## src/rtl/uart_pkg.sv

```systemverilog
// uart_pkg: framing constants and receiver state encoding shared by both UART ends
package uart_pkg;
  localparam int UART_DATA_BITS = 8;
  localparam int UART_CLKS_PER_BIT = 16;
  typedef enum logic [2:0] {IDLE, START, DATA, STOP, BREAK} uart_state_t;
endpackage

```

## src/rtl/uart_sync.sv

```systemverilog
// uart_sync: 2-flop synchronizer for an asynchronous input, with a selectable reset value
module uart_sync #(
  parameter logic RST_VAL = 1'b1
) (
  input  logic clock,
  input  logic reset,
  input  logic d,
  output logic q
);
  logic meta;
  always_ff @(posedge clock or posedge reset)
    if (reset) {q, meta} <= {RST_VAL, RST_VAL};
    else {q, meta} <= {meta, d};
endmodule

```

## src/rtl/uart_rx.sv

```systemverilog
// uart_rx: 8N1 receiver with mid-bit sampling, byte strobe and framing-error pulse
module uart_rx import uart_pkg::*; #(
  parameter int CLKS_PER_BIT = UART_CLKS_PER_BIT
) (
  input  logic                      clock,
  input  logic                      reset,
  input  logic                      rx,
  output logic [UART_DATA_BITS-1:0] data_out,
  output logic                      rx_done,
  output logic                      frame_err,
  output logic                      busy
);
  localparam int CW = $clog2(CLKS_PER_BIT);
  localparam int IW = $clog2(UART_DATA_BITS);
  localparam logic [CW-1:0] HALF_LAST = CW'(CLKS_PER_BIT / 2 - 1);
  localparam logic [CW-1:0] BIT_LAST = CW'(CLKS_PER_BIT - 1);
  localparam logic [IW-1:0] IDX_LAST = IW'(UART_DATA_BITS - 1);
  uart_state_t state;
  logic rx_s;
  logic [CW-1:0] cnt;
  logic [IW-1:0] idx;
  logic [UART_DATA_BITS-1:0] shreg;
  uart_sync #(.RST_VAL(1'b1)) u_sync (.clock(clock), .reset(reset), .d(rx), .q(rx_s));
  always_ff @(posedge clock or posedge reset)
    if (reset) begin
      state <= IDLE;
      cnt <= '0;
      idx <= '0;
      shreg <= '0;
      data_out <= '0;
      rx_done <= 1'b0;
      frame_err <= 1'b0;
      busy <= 1'b0;
    end else begin
      rx_done <= 1'b0;
      frame_err <= 1'b0;
      case (state)
        IDLE: begin
          cnt <= '0;
          if (!rx_s) begin
            state <= START;
            busy <= 1'b1;
          end
        end
        START:
          if (cnt == HALF_LAST) begin
            cnt <= '0;
            idx <= '0;
            state <= rx_s ? IDLE : DATA;
            busy <= !rx_s;
          end else cnt <= cnt + 1'b1;
        DATA:
          if (cnt == BIT_LAST) begin
            cnt <= '0;
            shreg <= {rx_s, shreg[UART_DATA_BITS-1:1]};
            idx <= idx + 1'b1;
            if (idx == IDX_LAST) state <= STOP;
          end else cnt <= cnt + 1'b1;
        STOP:
          if (cnt == BIT_LAST) begin
            cnt <= '0;
            if (rx_s) begin
              data_out <= shreg;
              rx_done <= 1'b1;
              state <= IDLE;
              busy <= 1'b0;
            end else begin
              frame_err <= 1'b1;
              state <= BREAK;
            end
          end else cnt <= cnt + 1'b1;
        BREAK: begin
          // a held-low line must return high before another start can be seen
          cnt <= '0;
          if (rx_s) begin
            state <= IDLE;
            busy <= 1'b0;
          end
        end
        default: begin
          state <= IDLE;
          busy <= 1'b0;
        end
      endcase
    end
endmodule

```

## config.mk

```make
export PLATFORM = sky130hd
export DESIGN_NAME = uart_rx
export DESIGN_NICKNAME = d
export VERILOG_FILES = /design/src/rtl/uart_pkg.sv /design/src/rtl/uart_sync.sv /design/src/rtl/uart_rx.sv
export SDC_FILE = /design/constraint.sdc
export NUM_CORES = 1
export LEC_CHECK = 0
export CAP_MARGIN = 20
export CORE_ASPECT_RATIO = 1.25
export CORE_UTILIZATION = 45
export CTS_CLUSTER_DIAMETER = 50
export DETAILED_ROUTE_END_ITERATION = 16
export PLACE_DENSITY = 0.68
export SYNTH_ARGS = -nofsm -noshare
export SYNTH_HDL_FRONTEND = slang
export SYNTH_SLANG_ARGS = --single-unit
```

## constraint.sdc

```tcl
create_clock -name clock -period 2.1 [get_ports clock]
set_input_delay 0.42 -clock clock [delete_from_list [all_inputs] [get_ports clock]]
set_output_delay 0.42 -clock clock [all_outputs]
set_load 0.01 [all_outputs]
```

Yosys cells after proc, flatten, opt, wreduce, memory -nomap -nowiden

Cells that the tools add are included.

Register bits after elaboration: 31
Bits of input ports: 3
Output and inout port bits: 11
Logic and storage cells: 63

Add/sub/neg operators: 2
Equal/unequal tests: 13
Muxes and demuxes: 26
Bitwise gates (word level): 1
Reduce and logical (&&, ||, !) cells: 11

Operators with widths:

| operator                                            | number |
|---|---|
| two-way mux 3 bit                                   | 9 |
| one-hot mux 3 bit (5 select lines)                  | 1 |
| one-hot mux 4 bit (3 select lines)                  | 1 |
| two-way mux 1 bit                                   | 10 |
| != test 2 bit, second input constant                | 5 |
| two-way mux 4 bit                                   | 2 |
| equality test 3 x 2 -> 1 bit, second input constant | 2 |
| equality test 3 bit, second input constant          | 2 |
| one-hot mux 3 bit (2 select lines)                  | 1 |
| AND reduction 3 bit                                 | 2 |
| AND reduction 6 bit                                 | 1 |
| one-hot mux 1 bit (5 select lines)                  | 1 |
| adder 4 x 1 -> 4 bit, second input constant         | 1 |
| equality test 4 x 3 -> 1 bit, second input constant | 1 |
| equality test 4 bit, second input constant          | 1 |
| AND reduction 4 bit                                 | 1 |
| OR reduction 2 bit                                  | 2 |
| adder 3 x 1 -> 3 bit, second input constant         | 1 |
| equality test 3 x 1 -> 1 bit, second input constant | 1 |
| logical NOT 3 bit                                   | 1 |
| nonzero test 3 bit                                  | 1 |
| two-way mux 2 bit                                   | 1 |
| != test 2 x 1 -> 1 bit, second input constant       | 1 |
| AND reduction 2 bit                                 | 1 |
| other kinds (3)                                     | 3 |

Logic depth before layout (Yosys ltp)

Gate-level depths: netlist (run 1).

Word-level depth: 4
Mapped depth: 5
Depth with buffers taken out: 4

Hierarchy

A second synthesis (run 1) with hierarchy kept.

Cell total of the unflattened synthesis: 116
Area, all modules: 1441.4 um^2

Modules (own cells, without submodules):

| module    | times used | cells each | area an instance (um^2) | sequential area each (um^2) |
|---|---|---|---|---|
| uart_rx   | 1          | 113        | 1385.1                  | 725.7 |
| uart_sync | 1          | 3          | 56.3                    | 52.6 |

Worst setup path after synthesis (run 1)

No wires, ideal clock.

Kind: reg-to-reg
Start: reg cnt[0]
End: reg shreg[0]
Library setup time: 0.125 ns
Arrival: 1.465 ns
Required time: 1.975 ns
Slack: 0.510 ns
Cell stages (with the launch flop): 6
Buffers on the path: 1
Period minus slack after synthesis: 1.590 ns
Path through: dfrtp_1 -> ha_1 -> and4_1 -> buf_2 -> nand2_2 -> mux2_2

Cells in the longest elaborated chain, start to end: 2

Ends and longest elaborated chain:

| element                       | RTL line      | source |
|---|---|---|
| start, declared               | uart_rx.sv:20 | `logic [CW-1:0] cnt;` |
| start signal, assigned        | uart_rx.sv:51 | `end else cnt <= cnt + 1'b1;` |
| start signal, assigned        | uart_rx.sv:58 | `end else cnt <= cnt + 1'b1;` |
| start signal, assigned        | uart_rx.sv:71 | `end else cnt <= cnt + 1'b1;` |
| equality test 4 bit           | uart_rx.sv:53 | `if (cnt == BIT_LAST) begin` |
| AND reduction 2 bit (no line) | --            |  |
| end signal, assigned          | uart_rx.sv:55 | `shreg <= {rx_s, shreg[UART_DATA_BITS-1:1]};` |
| end, declared                 | uart_rx.sv:22 | `logic [UART_DATA_BITS-1:0] shreg;` |

No other way between the ends.
A chain may end at the register's enable or synchronous reset.

Final worst setup path (run 1)

Start: reg state[1]
End: reg idx[1]

Cells in the longest elaborated chain, start to end: 3
Elaborated cells on any way between the ends: 7
Those cells by class: 4 x eq/ne; 1 x mux; 2 x reduce/logical

Ends and longest elaborated chain:

| element                                                                             | RTL line      | source |
|---|---|---|
| start, declared                                                                     | uart_rx.sv:18 | `uart_state_t state;` |
| start signal, assigned                                                              | uart_rx.sv:49 | `state <= rx_s ? IDLE : DATA;` |
| equality test 3 x 2 -> 1 bit / equality test 3 x 1 -> 1 bit (equally long branches) | uart_rx.sv:37 | `case (state)` |
| != test 2 bit (no line) / nonzero test 2 bit (equally long branches)                | --            |  |
| AND reduction 3 bit (no line)                                                       | --            |  |
| end signal, assigned                                                                | uart_rx.sv:56 | `idx <= idx + 1'b1;` |
| end, declared                                                                       | uart_rx.sv:21 | `logic [IW-1:0] idx;` |

Parallel ways exist; a longest one is shown, timed or not.

==> results_dict.tcl, run 1 <==
set metrics [dict create \
    outcome "complete, no violations" \
    yosysUniqueCellTypes 39 \
    critPathMaxFanout 15 \
    grt.total_usage 0.1820 \
    cts_hold_buf 0 \
    reg2regPathDepth 3 \
    die_h_um 64.78 \
    final_area_um2 1645 \
    grt_max_degree 32 \
    synth_area_leader_cell "dfrtp_1" \
    critical-path-slowest-cell "dfrtp_1" \
    netlist.area_leader.share 0.5115 \
    antenna_found_initial 0 \
    viasPerCell 5.558 \
    max-slew-margin-rel 0.6380 \
    end_kind "register" \
    synthesis.instances 111 \
    ant_nets 0 \
    cp.required_ns 2.31 \
    r2r_start "state[1]" \
    tritoncts "built" \
    grt_pass1_wl_mm 4.395 \
    dpl_cell_area_um2 1573 \
    tightest_slew_ns 0.5430 \
    power_leakage_uw 0.0007616 \
    hp-class "register to register" \
    cp_num_buf_inv 0 \
    n_fill_cell 254 \
    drtIter0Drc 18 \
    max_freq_ghz 0.5602 \
    start_util 0.4773 \
    synthTopCellsByArea "dfrtp_1 (51%), mux2_2 (13%), dfstp_2 (3.7%), ha_1 (2.6%), mux2_1 (1.6%)" \
    first_global_vias 960 \
    htree_num_levels 2 \
    layout_min_cycle_time_ns 1.785 \
    die-area_um2 3383 \
    final-hold-violation-count 0 \
    syn_area_per_cell_um2 12.78 \
    drive_above_1_share 0.2677 \
    clk_latency_ns 0.32 \
    critPathMaxStageDelay_ns 0.55 \
    max-vdd-ir-drop_uv 570.6 \
    reg2reg_slack_ns 0.31 \
    powerDensity_nw_per_um2 993.4 \
    cts_setup_buffers 0 \
    ctsResizeCount 0 \
    final.setup_skew_ns 0.009168 \
    syn-num-nets 117 \
    syn-cell-area_um2 1419 \
    worstSetupEndpoint "idx[1]" \
    final_min_period_over_clock_period 0.8501 \
    startpoint_type "register" \
    arrival_ns 1.99 \
    yosysSeqAreaShare 0.5485 \
    synth_seq_cells 31 \
    num_antenna_cells 0 \
    core_um2 2973 \
    rsz0062_at_grt "false" \
    boundaryPins 14 \
    die_x_um 52.23 \
    area_delta_synth_final_pct 15.96 \
    cp_top_family "flip-flops" \
    grt_overflow 0 \
    worstSetupPathDepth 3 \
    portBuffers 13 \
    final_common_cell "dfrtp_1" \
    place_congestion 0.8310 \
    nets 132 \
    wl_per_cell_um 15.28 \
    drv_slew 0 \
    crit_type "register to register" \
    cts.clk_slew.worst_paths_ns 0.09 \
    cts_sinks 31 \
    cts_buffers 5 \
    drc 0 \
    fin_tns_setup_ns 0 \
    finalSetupViolations 0 \
    critPathLaunch "state[1]" \
    placementRows 22 \
    r2r-end "idx[1]" \
    clockBufferDepth 2 \
    path_cells "or3b_4 > a211oi_4 > mux2_2" \
    wl_mm 2.490 \
    cap_violations 0 \
    synth_warnings 0 \
    drt_pass1_iterations 4 \
    clock-root-buffer "clkbuf_4" \
    mostFrequentLayoutCells "dfrtp_1 (29), mux2_2 (17), clkdlybuf4s50_1 (13)" \
    dp_hpwl_mm 1.694 \
    vias 906 \
]
## power by group
| part | internal (µW) | switching [µW] |
|---|---|---|
| combinational | 221 | 201 |
| sequential | 680 | 139 |
| clock | 195 | 197 |
## worst min path at each step
| stage | start | to | cells past startpoint |
|---|---|---|---|
| floorplan | u_sync.meta | u_sync.q | 0 |
| global placement | u_sync.meta | u_sync.q | 0 |
| detailed placement | u_sync.meta | u_sync.q | 0 |
| CTS | u_sync.meta | u_sync.q | 0 |
| global route | u_sync.meta | u_sync.q | 0 |
| finish | u_sync.meta | u_sync.q | 0 |
## cell families after synthesis
kind of cell / Yosys count / share of synthesized area
multiplexers: 19 / 0.1508
buffers and inverters: 11 / 0.03615
adder cells (fa/ha/maj): 3 / 0.02646
AND/OR/NAND/NOR: 25 / 0.1120
flip-flops: 31 / 0.5485
XOR/XNOR: 2 / 0.01235
AO/OA/AOI/OAI: 20 / 0.1138
## worst register-to-register path, cell delays in order, from the launching register on
cell	delay [ns]
dfrtp_1	0.55
or3b_4	0.48
a211oi_4	0.27
mux2_2	0.37
## per-stage QoR
stage	power, µW	worst slack (ns)	util	instances	hold WS, ns
finish	1634	0.3149	0.5535	163	0.3663
global route	1734	0.2238	0.5535	163	0.3765
CTS	1655	0.3182	0.5535	163	0.3675
detailed placement	1250	0.3396	0.5290	155	0.3499
global placement	1227	0.3805	0.5290	155	0.3490
floorplan	1144	0.5103	-	111	0.3452
## sequential cells by signal, summed over array words and instances, names as in the netlist, 3 cells and up
register,flops
data_out,8
idx,3
shreg,8
state,3
cnt,4
## cell type report
class	instances	area, µm²	area share
clock inverter	1	7.507	0.004563
timing repair buffer	15	145.1	0.08821
multi-input combinational	69	589.3	0.3582
sequential	31	778.2	0.4730
clock buffer	7	65.06	0.03954
inverter	4	15.01	0.009125
tap	36	45.04	0.02738
## synthesized netlist by cell type, drive strengths merged
cell	number
a211oi	2
a21oi	4
a2bb2oi	2
a311oi	2
a31oi	1
a32o	1
a41oi	1
and2	1
and3	2
and4	1
buf	3
clkbuf	4
dfrtp	29
dfstp	2
ha	3
inv	4
mux2	19
nand2	6
nand3	1
nand3b	2
nand4b	1
nor2	5
nor2b	2
nor3b	1
nor4b	1
o211ai	1
o21a	2
o21ai	1
o21ba	1
o22a	1
o31ai	1
or3	1
or3b	1
xnor2	1
xor2	1
## routing by layer
metal  part of all wire  GRT usage  up-vias
li1                   -          -      430
met1               0.44     0.2246      452
met2               0.50     0.2837       17
met3              0.032    0.05634        7
met4              0.028    0.09211        0
met5                  0          0        -
(Power assumes the default switching activity.)
==> run 2: changes to the inputs <==
CTS_CLUSTER_SIZE = 25   (was unset)
==> results of run 2 <==
The final DEF is identical to that of run 1; final timing and power are the same.
==> run 3: changes to the inputs <==
CAP_MARGIN = 40   (was 20)
==> results of run 3 <==
The final DEF is identical to that of run 1; final timing and power are the same.
